$ cat config.mk
export PLATFORM = sky130hd
export DESIGN_NAME = serial_pattern_tx
export DESIGN_NICKNAME = d
export VERILOG_FILES = /design/src/rtl/serial_pattern_tx.sv
export SDC_FILE = /design/constraint.sdc
export NUM_CORES = 1
export LEC_CHECK = 0
export CAP_MARGIN = 20
export CORE_ASPECT_RATIO = 1.75
export CORE_MARGIN = 2
export CORE_UTILIZATION = 28
export CTS_CLUSTER_DIAMETER = 40
export CTS_CLUSTER_SIZE = 14
export DETAILED_ROUTE_END_ITERATION = 6
export SETUP_SLACK_MARGIN = 0.5
export SLEW_MARGIN = 20
export SYNTH_ARGS = -nofsm -noshare
export SYNTH_HDL_FRONTEND = slang
export SYNTH_SLANG_ARGS = --single-unit
$ cat constraint.sdc
create_clock -name clk -period 5.4 [get_ports clk]
set_clock_uncertainty 0.05 [all_clocks]
set_input_delay 0.54 -clock clk [delete_from_list [all_inputs] [get_ports clk]]
set_output_delay 0.54 -clock clk [all_outputs]
set_load 0.05 [all_outputs]
$ cat src/rtl/serial_pattern_tx.sv
`default_nettype none
// ============================================================================
//  Module   : serial_pattern_tx
//  Brief    : Parallel-in, serial-out pattern transmitter. Words are accepted
//             over a valid/ready handshake into a small FIFO, then shifted out
//             one bit per clock, with an optional idle gap after each word.
//  Revision : 1.0 - initial release
// ============================================================================
module serial_pattern_tx #(
  parameter int   WIDTH     = 8,
  parameter int   DEPTH     = 4,
  parameter int   GAP       = 0,
  parameter int   LSB_FIRST = 0,
  parameter logic IDLE_BIT  = 1'b0
) (
  input  logic             clk,
  input  logic             reset,
  input  logic [WIDTH-1:0] data_in,
  input  logic             data_valid,
  output logic             data_ready,
  output logic             out,
  output logic             out_valid,
  output logic             word_done,
  output logic             busy
);

  localparam int c_AW = $clog2(DEPTH);
  localparam int c_CW = c_AW + 1;
  localparam int c_BW = $clog2(WIDTH);
  localparam int c_GW = (GAP > 1) ? $clog2(GAP) : 1;

  typedef enum logic [1:0] {
    S_IDLE  = 2'd0,
    S_SHIFT = 2'd1,
    S_GAP   = 2'd2
  } state_t;

  // FIFO storage and bookkeeping
  logic [WIDTH-1:0] r_mem [DEPTH];
  logic [c_AW-1:0]  r_wr_ptr;
  logic [c_AW-1:0]  r_rd_ptr;
  logic [c_CW-1:0]  r_count;

  // Serializer state
  state_t           r_state;
  logic [WIDTH-1:0] r_shreg;
  logic [c_BW-1:0]  r_bit_cnt;
  logic [c_GW-1:0]  r_gap_cnt;

  logic             w_full;
  logic             w_empty;
  logic             w_push;
  logic             w_pop;
  logic [WIDTH-1:0] w_head;
  logic             w_head_first;
  logic             w_next_bit;
  logic [WIDTH-1:0] w_shreg_adv;
  logic             w_last_bit;
  logic             w_gap_done;

  assign w_full     = (r_count == c_CW'(DEPTH));
  assign w_empty    = (r_count == '0);
  // Ready is derived from the registered count only, so a pop on the same
  // edge never lets a push into a full FIFO.
  assign data_ready = !w_full && !reset;
  assign w_push     = data_valid && data_ready;
  assign busy       = !reset && ((r_state != S_IDLE) || !w_empty);

  assign w_head       = r_mem[r_rd_ptr];
  assign w_head_first = (LSB_FIRST != 0) ? w_head[0] : w_head[WIDTH-1];
  // The bit currently on 'out' sits at the shifted-out end of r_shreg, so the
  // next bit is its neighbour.
  assign w_next_bit   = (LSB_FIRST != 0) ? r_shreg[1] : r_shreg[WIDTH-2];
  assign w_shreg_adv  = (LSB_FIRST != 0) ? (r_shreg >> 1) : (r_shreg << 1);
  assign w_last_bit   = (r_bit_cnt == c_BW'(WIDTH-1));
  assign w_gap_done   = (r_gap_cnt == c_GW'(GAP-1));

  // Decide whether the serializer takes the FIFO head on this edge
  always_comb begin
    w_pop = 1'b0;
    case (r_state)
      S_IDLE:  w_pop = !w_empty;
      S_SHIFT: w_pop = w_last_bit && (GAP == 0) && !w_empty;
      S_GAP:   w_pop = w_gap_done && !w_empty;
      default: w_pop = 1'b0;
    endcase
  end

  // FIFO data array; contents are don't-care while empty, so no reset
  always_ff @(posedge clk) begin
    if (w_push) begin
      r_mem[r_wr_ptr] <= data_in;
    end
  end

  // FIFO pointers and occupancy count
  always_ff @(posedge clk) begin
    if (reset) begin
      r_wr_ptr <= '0;
      r_rd_ptr <= '0;
      r_count  <= '0;
    end else begin
      if (w_push) r_wr_ptr <= r_wr_ptr + c_AW'(1);
      if (w_pop)  r_rd_ptr <= r_rd_ptr + c_AW'(1);
      case ({w_push, w_pop})
        2'b10:   r_count <= r_count + c_CW'(1);
        2'b01:   r_count <= r_count - c_CW'(1);
        default: r_count <= r_count;
      endcase
    end
  end

  // Serializer FSM with registered serial outputs
  always_ff @(posedge clk) begin
    if (reset) begin
      r_state   <= S_IDLE;
      r_shreg   <= '0;
      r_bit_cnt <= '0;
      r_gap_cnt <= '0;
      out       <= IDLE_BIT;
      out_valid <= 1'b0;
      word_done <= 1'b0;
    end else begin
      case (r_state)
        S_IDLE: begin
          if (w_pop) begin
            r_state   <= S_SHIFT;
            r_shreg   <= w_head;
            r_bit_cnt <= '0;
            out       <= w_head_first;
            out_valid <= 1'b1;
            word_done <= 1'b0;
          end else begin
            out       <= IDLE_BIT;
            out_valid <= 1'b0;
            word_done <= 1'b0;
          end
        end

        S_SHIFT: begin
          if (!w_last_bit) begin
            r_shreg   <= w_shreg_adv;
            r_bit_cnt <= r_bit_cnt + c_BW'(1);
            out       <= w_next_bit;
            out_valid <= 1'b1;
            word_done <= (r_bit_cnt == c_BW'(WIDTH-2));
          end else if (GAP > 0) begin
            r_state   <= S_GAP;
            r_gap_cnt <= '0;
            out       <= IDLE_BIT;
            out_valid <= 1'b0;
            word_done <= 1'b0;
          end else if (w_pop) begin
            // Back-to-back: next word's first bit follows the last bit directly
            r_shreg   <= w_head;
            r_bit_cnt <= '0;
            out       <= w_head_first;
            out_valid <= 1'b1;
            word_done <= 1'b0;
          end else begin
            r_state   <= S_IDLE;
            out       <= IDLE_BIT;
            out_valid <= 1'b0;
            word_done <= 1'b0;
          end
        end

        S_GAP: begin
          if (!w_gap_done) begin
            r_gap_cnt <= r_gap_cnt + c_GW'(1);
          end else if (w_pop) begin
            r_state   <= S_SHIFT;
            r_shreg   <= w_head;
            r_bit_cnt <= '0;
            out       <= w_head_first;
            out_valid <= 1'b1;
            word_done <= 1'b0;
          end else begin
            r_state   <= S_IDLE;
            out       <= IDLE_BIT;
            out_valid <= 1'b0;
            word_done <= 1'b0;
          end
        end

        default: begin
          r_state   <= S_IDLE;
          out       <= IDLE_BIT;
          out_valid <= 1'b0;
          word_done <= 1'b0;
        end
      endcase
    end
  end

endmodule
`default_nettype wire

## Yosys cells after proc, flatten, opt, wreduce, memory -nomap -nowiden

Memories as Yosys holds them, arrays and structs flattened. A register that Yosys moved wholly into a read port is not among the register bits.
Cells that the tools add are included.
Widths: inputs -> output; s select.

- Flip-flop bits (word level): 24
- Bits in writable memories: 32
- Input bits: 11
- Logic and storage cells: 76
- Memories kept: 1

- $add $sub $neg: 6
- Equality and inequality tests: 11
- Multiplexer cells: 32
- Reductions and logical operators: 16

Memory list:

| memory | words | width | read ports | clocked after memory_dff | write ports | line | source |
|---|---|---|---|---|---|---|---|
| r_mem | 4 | 8 | 1 | 1 | 1 | 39 | `logic [WIDTH-1:0] r_mem [DEPTH];` |

Operators with widths:

| operator | count |
|---|---|
| $mux 8 | 3 |
| $pmux 8 s3 | 1 |
| $mux 1 | 12 |
| $mux 2 | 6 |
| $eq 3x3->1 const B | 3 |
| $mux 3 | 3 |
| $pmux 1 s3 | 3 |
| $pmux 3 s3 | 1 |
| $ne 2x2->1 const B | 4 |
| $add 3x1->3 const B | 2 |
| $pmux 2 s3 | 1 |
| $pmux 3 s2 | 1 |
| $logic_and 1x1->1 | 5 |
| $add 2x1->2 const B | 2 |
| $eq 2x1->1 const B | 2 |
| $eq 2x2->1 const B | 2 |
| $reduce_and 4->1 | 1 |
| $reduce_bool 2->1 | 2 |
| $logic_not 1->1 | 3 |
| $logic_not 3->1 | 1 |
| $reduce_bool 3->1 | 1 |
| $sub 3x1->3 const B | 1 |
| $logic_not 2->1 | 1 |
| $pmux 1 s2 | 1 |
| 3 further kinds | 3 |

## Longest topological paths before layout

- Word-level depth: 7
- Gate-level depth with buffers: 10

## Worst setup path before layout

OpenSTA, ideal clock, no wires.

- Kind: input-to-output
- From: in reset
- To: out busy
- Arrival time: 1.566 ns
- Required time: 4.810 ns
- Slack: 3.244 ns
- Stages on the path: 3
- Path buffers: 2
- Cells stage by stage: buf_2 -> clkbuf_1 -> nor2_1

- Word-level cells in the longest chain between the ends: 2

Ends and longest elaborated chain:

| element | line | source |
|---|---|---|
| start, declared | 17 | `input logic reset,` |
| $logic_not 1->1 | 67 | `assign busy = !reset && ((r_state != S_IDLE) \|\| !w_empty);` |
| $logic_and 1x1->1 | 67 |  |
| end, declared | 24 | `output logic busy` |

Every way passes these cells.

## Worst setup path in the final report

Ends and elaborated chain as after synthesis.

==> flow_summary.toml <==
[status]
outcome = "finished, final reports clean"

[die]
core_area_um2 = 7800
fp.dieH_um = 122
start_util = 0.284
row_count = 43
num_io_pins = 16
die-area_um2 = 8670
die_w_um = 71.3

[logic_synthesis]
synth_area_um2 = 2220
synth_top_area_frac = 0.433
synthFlopType = "edfxtp_1"
synthTopCellsByCount = "edfxtp_1 (32), dfxtp_1 (23), a21oi_1 (22), nand2_1 (11)"
synthTopCellsByArea = "edfxtp_1 (43%), dfxtp_1 (21%), mux4_2 (8.1%), a21oi_1 (5.0%), ha_1 (4.5%)"
synth_largest_area_cell = "edfxtp_1"
synth_cells = 165
yosysMostFrequentCell = "edfxtp_1"
synth_edf_count = 32
ys_async_sr_fraction = 0
ys_seq_elements = 55
synth_cell_types = 28
synth_warnings = 0
synth-seq-area-share = 0.641
syn_nets = 185
avgSynthCellArea_um2 = 13.4

[worst_setup_path]
cp_slowest_stage_delay_ps = 820
crit_fanout = 20
cpMostUsedCell = "clkdlybuf4s50_1"
setup.worst_path.end_class = "primary output"
crit_arrival_ps = 2390
crit_chain = "clkdlybuf4s50_1 -> nor2_1 -> clkdlybuf4s50_1"
critPathBufInv = 2
worstSetupStartpointType = "input pin"
crit_type = "in -> out"
cp_data_required_time_ps = 4810
slowest_stage = "clkdlybuf4s50_1"
worst_path_dominant_cell_family = "buffers and inverters"

[global_routing]
grt_pass1_wl_um = 6100
antenna_found_initial = 0
grt_max_degree = 21
grt.total_usage = 0.0964
grt_pass1_vias = 1300
gr-total-overflow = 0

[power]
p_leak_nw = 0.871
peakVddDrop_mv = 0.164
power_density_nw_per_um2 = 507

[timing]
min_period_ps = 2980
finalHoldWorstSlack_ps = 405
setup_tns_ps = 0
slew_headroom = 0.426
rsz0062_at_grt = "no"
period_share = 0.552
maxSlewViolCount = 0
worst_slew_pin_slew_ps = 859
setup_viol = 0
hold_viol_final = 0
max_freq_ghz = 0.336

[clock_network]
clk_path_buf_depth = 2
clock_latency_ps = 290
cts-htree-levels = 2
clkTransAtPathRegs_ps = 70
cts_tree = "built"
post-cts-setup-buffers = 0
cts_buffers = 5
cts.sinks = 55
hold_buffers = 0
cts_resized = 0
cts_root_buf = "clkbuf_16"

[routing]
drcViolationCount = 0
routedWlPerCell_um = 13.6
drt_iter0_markers = 50
via_count = 1239
vias_per_cell = 4.57
wl_um = 3680
dr.pass1.iters = 4
detail-route-antenna-nets = 0

[placed_design]
dp.final_hpwl_um = 2580
dp_cells = 263
place_congestion = 0.668
numPortBuffers = 15

[worst_hold_path]
hp-class = "reg -> reg"

[finish]
synthToLayoutAreaGrowth_pct = 16.6
nets = 200
n_fill_cell = 758
drive_above_1_share = 0.110
stdcell_count = 271
final_util = 0.331
antennaDiodeCount = 0

[run]
drv_cap = 0
cell usage in the layout, fill, tap and decap left out, drive strengths merged, types with 3 or more instances in the layout:
cell,Yosys,final
clkbuf,4,6
mux4,8,8
ha,8,8
or3,3,3
nand3,4,4
o21ai,8,8
a21oi,22,22
nand2,11,11
clkdlybuf4s50,0,15
nor3,3,3
edfxtp,32,32
and2,4,4
nor2,9,9
dfxtp,23,23
inv,9,9
stage by stage:
step	power (mW)	worst slack (ps)	instance area, um2
floorplan	0.923	3240	2220
global placement	1.01	2310	2440
detailed placement	1.02	2240	2440
CTS	1.33	2400	2580
global route	1.40	2270	2580
finish	1.31	2420	2580
kinds of logic (layout without fill, tap and decap cells):
logic type | count (synthesis) | count (layout) | share of synthesized area
AND/OR/NAND/NOR | 39 | 39 | 0.0880
flip-flops | 55 | 55 | 0.641
multiplexers | 11 | 11 | 0.0954
buffers and inverters | 17 | 33 | 0.0350
adder cells (fa/ha/maj) | 9 | 9 | 0.0542
XOR/XNOR | 2 | 2 | 0.00790
AO/OA/AOI/OAI | 32 | 32 | 0.0784
where the power goes:
group / total [mW] / internal, mW / switching, mW
Combinational: 0.414 / 0.178 / 0.236
Clock: 0.310 / 0.171 / 0.139
Sequential: 0.587 / 0.524 / 0.0633
final cells by class:
type | count | area [um2] | area share
well taps | 90 | 113 | 0.0436
inverters | 9 | 33.8 | 0.0131
flip-flops and latches | 55 | 1420 | 0.550
multi-input cells | 93 | 718 | 0.278
clock inverters | 2 | 12.5 | 0.00484
repair buffers | 16 | 158 | 0.0610
clock buffers | 6 | 129 | 0.0499
state kept, by name, summed over array words and instances, names as in the netlist, named ones only:
| name | cells |
|---|---|
| r_mem | 32 |
| r_shreg | 7 |
| r_bit_cnt | 3 |
| r_count | 3 |
| r_rd_ptr | 2 |
| r_wr_ptr | 2 |
| out | 1 |
| out_valid | 1 |
| r_state | 1 |
| word_done | 1 |
path summary, 6_finish.rpt:
path                start    endpoint  slack [ps]  cells after the start
max                 reset        busy        2420                      3
min          r_bit_cnt[2]   word_done         400                      2
max reg2reg  r_bit_cnt[0]  r_count[2]        2720                     10
min reg2reg  r_bit_cnt[2]   word_done         400                      2
worst register-to-register path, stage by stage, from the launching register on:
cell and delay, ps:
dfxtp_1 330, ha_1 200, ha_1 190, nor2b_1 670, nor2_1 150, ha_1 250, inv_1 80, fa_1 170
xor2_1 70, or3_1 310, a21oi_1 140
layer usage:
metal  vias up  global-route usage  wire length (um)
met2        18               0.171              2020
met4         0              0.0601               113
li1        621                   -                 -
met5         -                   0                 0
met1       593              0.0966              1440
met3         7              0.0273               106
Power figures use the tool's default switching activity.
==> variant (same settings) <==
Change the parameter `DEPTH` from 4 to 8.
--- a/src/rtl/serial_pattern_tx.sv
+++ b/src/rtl/serial_pattern_tx.sv
@@ -9,5 +9,5 @@
 module serial_pattern_tx #(
   parameter int   WIDTH     = 8,
-  parameter int   DEPTH     = 4,
+  parameter int   DEPTH     = 8,
   parameter int   GAP       = 0,
   parameter int   LSB_FIRST = 0,
Check against the original RTL: not equivalent (Yosys sat finds a counterexample within 10 cycles, from zero or initial values and one cycle with reset high).
==> variant against the unedited design <==
Routed wire length is 78% higher; total power is 55% higher; utilization is 0.078 points lower; cell area is 65% higher; setup slack worse by 190 ps; worst hold slack hardly changed; sequential cell count is 36 higher; synthesized area is 65% higher; critical endpoint is now r_count[3]$_SDFFE_PP0P_.
==> variant: results (changes against the unedited design) <==
| Metric | Value |
|---|---|
| Portion of total power attributed to sequential cells | `44.6% (-0.2 points)` |
| Leakage power summed over all cells | `1.368 nW (+57%)` |
| Area fraction in compound gates after synthesis | `5.698% (-2.1 points)` |
| Number of instances in the synthesized netlist | `239 (+45%)` |
| Count of placed standard cells including taps | `416 (+58%)` |
| Source-to-sink clock delay at the later pin of the worst-skew pair | `340 ps (+50 ps)` |
| Met2 Resource Use GR | `18.44% (+1.3 points)` |
| Post-Synthesis Net Count | `258 (+39%)` |
| Post-synthesis mux area share | `12.62% (+3.1 points)` |
| Run status | `finished clean` |
| Share of final layout cell area taken by non-clock buffers | `4.235% (-1.9 points)` |
| Met1 demand-to-capacity share in global routing | `9.965% (+0.31 points)` |
| Global placer's final weighted congestion | `0.7379 (+10%)` |
| Top delay family on crit path | `simple AND/OR/NAND/NOR gates` |
| Fraction of area in registers | `57.91% (+2.9 points)` |
| M1 wire length | `2.475 mm (+72%)` |
| Final Util | `33.06% (-0.078 points)` |
| Met3 wire length | `170 microns (+60%)` |
| Count of sequential standard cells | `91 (+65%)` |
| Post-synthesis sequential area ratio | `67.14% (+3.0 points)` |
| Total net switching power | `0.6312 mW (+44%)` |
| Cell types with the highest counts after synthesis | `64 x edfxtp_1, 27 x dfxtp_1, 21 x nor2_1` |
| Vias | `1,958 (+58%)` |
| Least-Margin Pin Slew | `932.1 ps (+72.76 ps)` |
| CP Data Arrival Time | `3350 ps (+960 ps)` |
| First-pass GRT wire length | `10.45 mm (+71%)` |
| Clock-cell share of area | `6.529% (+1.1 points)` |
| Met3 routing resource usage after global routing | `2.179% (-0.55 points)` |
| Clock tree buffer count of the final layout | `9 (+3)` |
| Number of design-rule violations left by the first detailed-router iteration | `72 (+44%)` |
| Ratio of total power to cell area | `478.1 nW/um^2 (-5.7%)` |
| Critical-path top delay cell | `nor2b_1` |
| Worst-case setup slack after placement | `2001 ps (-244.3 ps)` |
| Regs by FF count | `r_mem: 64 flops, r_shreg: 7 flops, r_count: 4 flops` |
variant: cell types whose count changed in the layout (fill, tap and decap cells not counted), sizes merged, moves of 6 or more:
cell	before	now
inv	9	3
nor2	9	22
a21o	0	6
edfxtp	32	64
mux2i	2	8
mux4	8	16
a21oi	22	15
variant: final timing paths:
| check | from | endpoint | slack [ps] | depth (start not counted) |
|---|---|---|---|---|
| max | r_bit_cnt[1]$_SDFF_PP0_ | r_count[3]$_SDFFE_PP0P_ | 2230 | 8 |
| max reg2reg | r_bit_cnt[1]$_SDFF_PP0_ | r_count[3]$_SDFFE_PP0P_ | 2230 | 8 |
| min reg2reg | r_shreg[1]$_SDFF_PP0_ | r_shreg[2]$_SDFF_PP0_ | 410 | 2 |
| min | r_shreg[1]$_SDFF_PP0_ | r_shreg[2]$_SDFF_PP0_ | 410 | 2 |
